[src/rtl/sap_pkg.sv]
// SAP-1 RAM shared types and default geometry.
// Imported by the RAM array, the RAM top and the bench.
package sap_pkg;

  localparam int SAP_ADDR_W = 4;
  localparam int SAP_DATA_W = 8;

  typedef enum logic [1:0] {
    CLEAR,
    RUN,
    PROG,
    DONE
  } ram_state_t;

  typedef logic [SAP_DATA_W-1:0] sap_word_t;

endpackage

[src/rtl/sap_ram_array.sv]
// SAP-1 RAM storage: one sync write port, one registered read port.
// Storage is never reset; only the read register returns to zero.
module sap_ram_array #(
  parameter int ADDR_W = 4,
  parameter int DATA_W = 8
) (
  input  logic              clk,
  input  logic              rst_n,
  input  logic              we,
  input  logic [ADDR_W-1:0] waddr,
  input  logic [DATA_W-1:0] wdata,
  input  logic              re,
  input  logic [ADDR_W-1:0] raddr,
  output logic [DATA_W-1:0] rdata
);

  logic [DATA_W-1:0] mem [2**ADDR_W];

  always_ff @(posedge clk) begin
    if (we) begin
      mem[waddr] <= wdata;
    end
  end

  // Read register keeps its value between reads so the W bus holds.
  always_ff @(posedge clk or negedge rst_n) begin
    if (!rst_n) begin
      rdata <= '0;
    end else if (re) begin
      rdata <= mem[raddr];
    end
  end

endmodule

[src/rtl/sap_ram16x8.sv]
// SAP-1 16x8 RAM: post-reset clear, RUN reads from the MAR,
// PROG loader with valid/ready handshake into a shared pointer.
module sap_ram16x8
  import sap_pkg::*;
#(
  parameter int ADDR_W = SAP_ADDR_W,
  parameter int DATA_W = SAP_DATA_W
) (
  input  logic              CLK,
  input  logic              CLR_n,
  input  logic [ADDR_W-1:0] A,
  input  logic              CE_n,
  output logic [DATA_W-1:0] WBUS_out,
  output logic              WBUS_oe,
  input  logic              prog,
  input  logic              prog_valid,
  input  logic [DATA_W-1:0] prog_data,
  output logic              prog_ready,
  output logic [ADDR_W-1:0] prog_addr,
  output logic              prog_done,
  output logic              busy
);

  localparam logic [ADDR_W-1:0] LAST = '1;

  ram_state_t        state;
  ram_state_t        state_nxt;
  logic [ADDR_W-1:0] ptr;
  logic [ADDR_W-1:0] ptr_nxt;
  logic              we;
  logic [DATA_W-1:0] wdata;
  logic              rd_en;
  logic              oe_q;

  always_ff @(posedge CLK or negedge CLR_n) begin
    if (!CLR_n) begin
      state <= CLEAR;
      ptr   <= '0;
      oe_q  <= 1'b0;
    end else begin
      state <= state_nxt;
      ptr   <= ptr_nxt;
      oe_q  <= rd_en;
    end
  end

  // Clear and load share one pointer; modes never overlap.
  always_comb begin
    state_nxt = state;
    ptr_nxt   = ptr;
    we        = 1'b0;
    wdata     = '0;
    rd_en     = 1'b0;
    unique case (state)
      CLEAR: begin
        we      = 1'b1;
        ptr_nxt = ptr + 1'b1;
        if (ptr == LAST) begin
          state_nxt = prog ? PROG : RUN;
        end
      end
      RUN: begin
        rd_en   = !CE_n;
        ptr_nxt = '0;
        if (prog) begin
          state_nxt = PROG;
        end
      end
      PROG: begin
        if (prog_valid) begin
          we      = 1'b1;
          wdata   = prog_data;
          ptr_nxt = ptr + 1'b1;
          if (ptr == LAST) begin
            state_nxt = DONE;
          end
        end
        // A byte arriving with the mode drop still lands.
        if (!prog) begin
          state_nxt = RUN;
          ptr_nxt   = '0;
        end
      end
      DONE: begin
        if (!prog) begin
          state_nxt = RUN;
          ptr_nxt   = '0;
        end
      end
      default: begin
        state_nxt = CLEAR;
        ptr_nxt   = '0;
      end
    endcase
  end

  sap_ram_array #(
    .ADDR_W(ADDR_W),
    .DATA_W(DATA_W)
  ) u_array (
    .clk  (CLK),
    .rst_n(CLR_n),
    .we   (we),
    .waddr(ptr),
    .wdata(wdata),
    .re   (rd_en),
    .raddr(A),
    .rdata(WBUS_out)
  );

  assign WBUS_oe    = oe_q;
  assign busy       = (state == CLEAR);
  assign prog_ready = (state == PROG);
  assign prog_done  = (state == DONE);
  assign prog_addr  = (state == PROG || state == DONE) ? ptr : '0;

endmodule

[config.mk]
export PLATFORM = sky130hd
export DESIGN_NAME = sap_ram16x8
export DESIGN_NICKNAME = d
export VERILOG_FILES = /design/src/rtl/sap_pkg.sv /design/src/rtl/sap_ram_array.sv /design/src/rtl/sap_ram16x8.sv
export SDC_FILE = /design/constraint.sdc
export NUM_CORES = 1
export LEC_CHECK = 0
export CORE_MARGIN = 8
export CORE_UTILIZATION = 45
export DETAILED_ROUTE_END_ITERATION = 10
export HOLD_SLACK_MARGIN = 0.06
export PLACE_DENSITY = 0.65
export SKIP_CTS_REPAIR_TIMING = 1
export SLEW_MARGIN = 40
export SYNTH_ARGS = -nofsm -noshare
export SYNTH_HDL_FRONTEND = slang
export SYNTH_SLANG_ARGS = --single-unit
[constraint.sdc]
create_clock -name CLK -period 1.7 [get_ports CLK]
set_input_delay 0.34 -clock CLK [delete_from_list [all_inputs] [get_ports CLK]]
set_output_delay 0.34 -clock CLK [all_outputs]
set_load 0.02 [all_outputs]
Yosys cells after proc, flatten, opt, wreduce, memory -nomap -nowiden. Memories as Yosys holds them, arrays and structs flattened. A register that Yosys moved wholly into a read port is not among the register bits. Cells that the tools add are included.

Add/sub/neg operators: 1. Equal/unequal tests: 9. Muxes and demuxes: 20. Reduce and logical (&&, ||, !) cells: 6.

Operators with widths (number): 4-bit two-way mux (4); 8-bit two-way mux (2); 4-bit one-hot mux with 4 select lines (1); 2-bit two-way mux (7); 2-bit one-hot mux with 4 select lines (1); 5-bit AND reduction (1); 4-bit by 1-bit adder with 4-bit output (second input constant) (1); 2-bit equality test (second input constant) (2); 4-bit equality test (second input constant) (1); 1-bit two-way mux (4); 2-bit != test (second input constant) (2); 3-bit by 2-bit != test with 1-bit output (second input constant) (1); 3-bit != test (second input constant) (1); 2-bit by 1-bit equality test with 1-bit output (second input constant) (1); 1-bit zero test (2); 2-bit zero test (1); 2-bit by 1-bit != test with 1-bit output (second input constant) (1); 1-bit one-hot mux with 2 select lines (1); 2-bit AND reduction (1); 1-bit logical OR (1).

Register bits after elaboration: 7. RAM bits: 128. Input port bits: 17. Output and inout port bits: 16. Word-level logic and storage cells: 40. Memories kept: 1.

Memories: u_array.mem (words 16, bits a word 8, rd ports 1, clocked after Yosys merged registers in 1, wr ports 1, line sap_ram_array.sv:17) `logic [DATA_W-1:0] mem [2**ADDR_W];`.

Logic depth before layout (Yosys ltp).
Depth in word-level cells: 5. Mapped depth: 7. Mapped depth without buffers: 5.

Hierarchy. Synthesis repeated with hierarchy kept, for this count alone.

Cells, all modules: 296. Area total of the unflattened synthesis: 5828.1 um^2.

Modules (own cells, without submodules): sap_ram_array (times used 1, cells an instance 240, area each 5331.4 um^2, sequential area each 4043.9 um^2); sap_ram16x8 (times used 1, cells an instance 56, area each 496.7 um^2, sequential area each 175.2 um^2).

Worst setup path after synthesis. No wires, ideal clock.

Path type: flip-flop to flip-flop. Start: register state[0]. End: memory u_array.mem[3][0], enable pin. Library setup time: 383 ps. Arrival: 1385 ps. Data required time: 1317 ps. Slack: -69 ps. Stages on the path, launching flop included: 4. Buffers on the path: 0. Clock period less this slack: 1769 ps. Cell sequence: dfrtp_1 a21oi_1 nand2_1 nor3_1.

Word-level cells in the longest chain between the ends: 4. Elaborated cells on any way between the ends: 5.

RTL lines: from (decl) (line sap_ram16x8.sv:26) `ram_state_t state;`; from (signal assigned) (line sap_ram16x8.sv:41) `state <= state_nxt;`; 2-bit equality test or 2-bit zero test (tied branches) (line sap_ram16x8.sv:54) `unique case (state)`; 1-bit one-hot mux with 2 select lines (*) (line sap_ram16x8.sv:54); 1-bit two-way mux (*) (line sap_ram_array.sv:20) `if (we) begin`; 1-bit two-way mux (implied by the code) (*) (line sap_ram_array.sv:21) `mem[waddr] <= wdata;`; to (decl) (line sap_ram_array.sv:17).

Mark *: on every way between the ends. The rest lies on a longest branch, timed or not.

Final worst setup path.
Start: register state[1]. End: register u_array.rdata[5], read port of u_array.mem.

Word-level cells in the longest chain between the ends: 2.

RTL lines: 2-bit by 1-bit equality test with 1-bit output (line sap_ram16x8.sv:54); 1-bit two-way mux (line sap_ram16x8.sv:54); net rd_en (line sap_ram16x8.sv:32) `logic rd_en;`; to (decl) (line sap_ram_array.sv:14) `output logic [DATA_W-1:0] rdata`.

The timed path passes the listed nets, and every way through them passes these cells. A chain may end at the register's enable or synchronous reset.

==> flow_metrics.tcl <==
set metrics [dict create \
    setup_violations 1 \
    area_delta_synth_final_pct 29.4 \
    slew_viol_final 0 \
    final_cell_mix "128 x edfxtp_1, 41 x buf_4, 23 x mux4_2" \
    synth_cell_type_count 41 \
    synth.avg_cell_area_sq_um 18.8 \
    synth_area_leaders "edfxtp_1 66%, mux4_2 9.0%, dfrtp_1 6.5%, mux4_1 2.7%, mux2_2 2.3%" \
    die_height_um 129 \
    initial_core_util_pct 46.0 \
    fin_nets 424 \
    rr_worst_depth 5 \
    critPathKind "reg2reg" \
    synth_ff_type "edfxtp_1" \
    fin_area_sq_um 7480 \
    cts.sinks 143 \
    place_congestion 0.824 \
    clock.fmax_mhz 587 \
    dieArea_sq_um 16700 \
    hold_path_class "in2async" \
    tightest_slew_ns 0.404 \
    fin_crit_ns 1.70 \
    cts_buffers 17 \
    r2r-end "u_array.rdata[5]" \
    synth.largest_area_cell "edfxtp_1" \
    startpoint_type "flop" \
    clk_pin_slew_ns 0.06 \
    critical_path.max_fanout 5 \
    wl_per_cell_um 21.1 \
    dp_cells 555 \
    r2r_start "state[1]" \
    vias 3168 \
    synth_edf_count 128 \
    finalWorstSetupSlack_ns -0.00316 \
    status "finished with violations" \
    async_reset_ff_share_pct 10.5 \
    drt_iter0_drc 235 \
    final_cell_count_no_fill 588 \
    dr.pass1.iters 4 \
    critical_path_required_ns 2.05 \
    place.detailed.hpwl_um 8220 \
    drive_gt1_share_pct 35.1 \
    slew_headroom_pct 73.0 \
    grt_pass1_wl_um 19200 \
    reg2reg_slack_ns -0.003 \
    netlist_area_sq_um 5780 \
    grt_overflow 0 \
    track_usage_pct 16.0 \
    antenna_found_initial 0 \
    grt_pass1_vias 3372 \
    diodes 0 \
    cp-end-kind "flop" \
    clock_skew_ns 0.0126 \
    cp_slowest_cell "or3b_1" \
    violations "negative setup slack" \
    insertion_delay_ns 0.41 \
    cts_max_level 4 \
    syn-num-nets 328 \
    boundaryPins 33 \
    cap_violations 0 \
    grt_max_degree 17 \
    ys_seq_area_share_pct 73.0 \
    max_stage_delay_ns 0.51 \
    yosysWarnings 0 \
    vias_per_cell 5.39 \
    synth_top_area_share_pct 66.5 \
    drcViolationCount 0 \
    rsz0062_at_grt "true" \
    syn_inst 307 \
    antenna_left 0 \
    hold_violations 0 \
    final_common_cell "edfxtp_1" \
    coreArea_sq_um 12600 \
    leakage_nw 2.84 \
    io_buffers 32 \
    crit_path_cell_trace "or3b_1 > inv_1 > nand2_1 > nor4_2 > a221o_1" \
    clock_path_buffers 2 \
    root_buffer "clkbuf_16" \
    fin_crit_sh_pct 100 \
    place_area_sq_um 6830 \
    synth_seq_cells 143 \
    arrival_ns 2.05 \
    p_per_area_nw_per_um2 1490 \
    rows 41 \
    fill_cells 921 \
    cts_tree "built" \
    vdd_drop_max_mv 0.812 \
    wl_um 12400 \
    die-width_um 129 \
]
synthesized netlist by cell type, drive strengths merged (2+ instances only):
| library cell | instances |
|---|---|
| nand2b | 4 |
| nor3 | 5 |
| edfxtp | 128 |
| nand3 | 2 |
| buf | 11 |
| nor2 | 21 |
| a22o | 2 |
| mux2i | 8 |
| o22ai | 2 |
| clkbuf | 4 |
| and2 | 2 |
| mux2 | 12 |
| inv | 6 |
| a21oi | 4 |
| xnor2 | 2 |
| mux4 | 29 |
| a22oi | 7 |
| ha | 4 |
| nand2 | 9 |
| dfrtp | 15 |
| o21ai | 8 |
| and3 | 8 |
| nor2b | 2 |
state kept, by name, summed over array words and instances, names as in the netlist:
register       cells
u_array.mem      128
u_array.rdata      8
ptr                4
state              2
WBUS_oe            1
area by class of cell:
class                   count  area (sq um)  area share, %
clock buffers              18           429           5.73
clock inverters            14           144           1.92
inverters                   6          22.5          0.301
multi-input cells         143          1500           20.0
flip-flops and latches    143          4220           56.4
well taps                 172           215           2.88
repair buffers             92           957           12.8
power breakdown:
part / switching, mW / internal, mW
combinational: 1.49 / 1.22
clock: 1.38 / 2.15
sequential: 0.238 / 4.63
kinds of logic (layout without fill, tap and decap cells):
group,after synthesis,in the layout,synth area share (%)
buffers and inverters,21,130,2.01
XOR/XNOR,2,2,0.303
AND/OR/NAND/NOR,57,57,4.82
flip-flops,143,143,73.0
multiplexers,49,49,15.4
AO/OA/AOI/OAI,31,31,3.63
adder cells (fa/ha/maj),4,4,0.865
through the flow:
step / power, mW / util [%] / setup WS [ns] / setup TNS (ns) / hold slack, ns
2_1_floorplan: 6.29 / - / -0.0679 / -1.62 / 0.0444
3_3_place_gp: 7.52 / 54.3 / -0.436 / -67.40 / 0.522
3_5_place_dp: 7.58 / 54.3 / -0.461 / -69.91 / 0.525
4_1_cts: 11.1 / 58.9 / -0.454 / -3.37 / 0.252
5_1_grt: 11.6 / 59.5 / -0.0885 / -0.362 / 0.255
6_report: 11.1 / 59.5 / -0.00316 / -0.00316 / 0.258
layer usage:
layer	vias up	GRT usage, %	share of wire [%]
met3	15	4.07	4.8
met5	-	0	0
met4	0	6.29	1.2
li1	1442	-	-
met2	91	26.0	49
met1	1620	20.3	44
worst max path at each step:
stage                     slack, ns  startpoint           endpoint
after global placement        -0.44        A[1]   u_array.rdata[4]
final                        -0.003    state[1]   u_array.rdata[5]
after CTS                     -0.45    state[1]       prog_addr[1]
after floorplan               -0.07    state[0]  u_array.mem[1][0]
after global routing          -0.09    state[0]   u_array.rdata[5]
after detailed placement      -0.46        A[1]   u_array.rdata[4]
critical path: cells and delay by family, from the launching register on:
kind / cells / cell delay, ns
compound gates: 1 / 0.16
simple gates: 3 / 0.94
buf+inv: 1 / 0.11
flops: 1 / 0.43
Power figures use the tool's default switching activity.
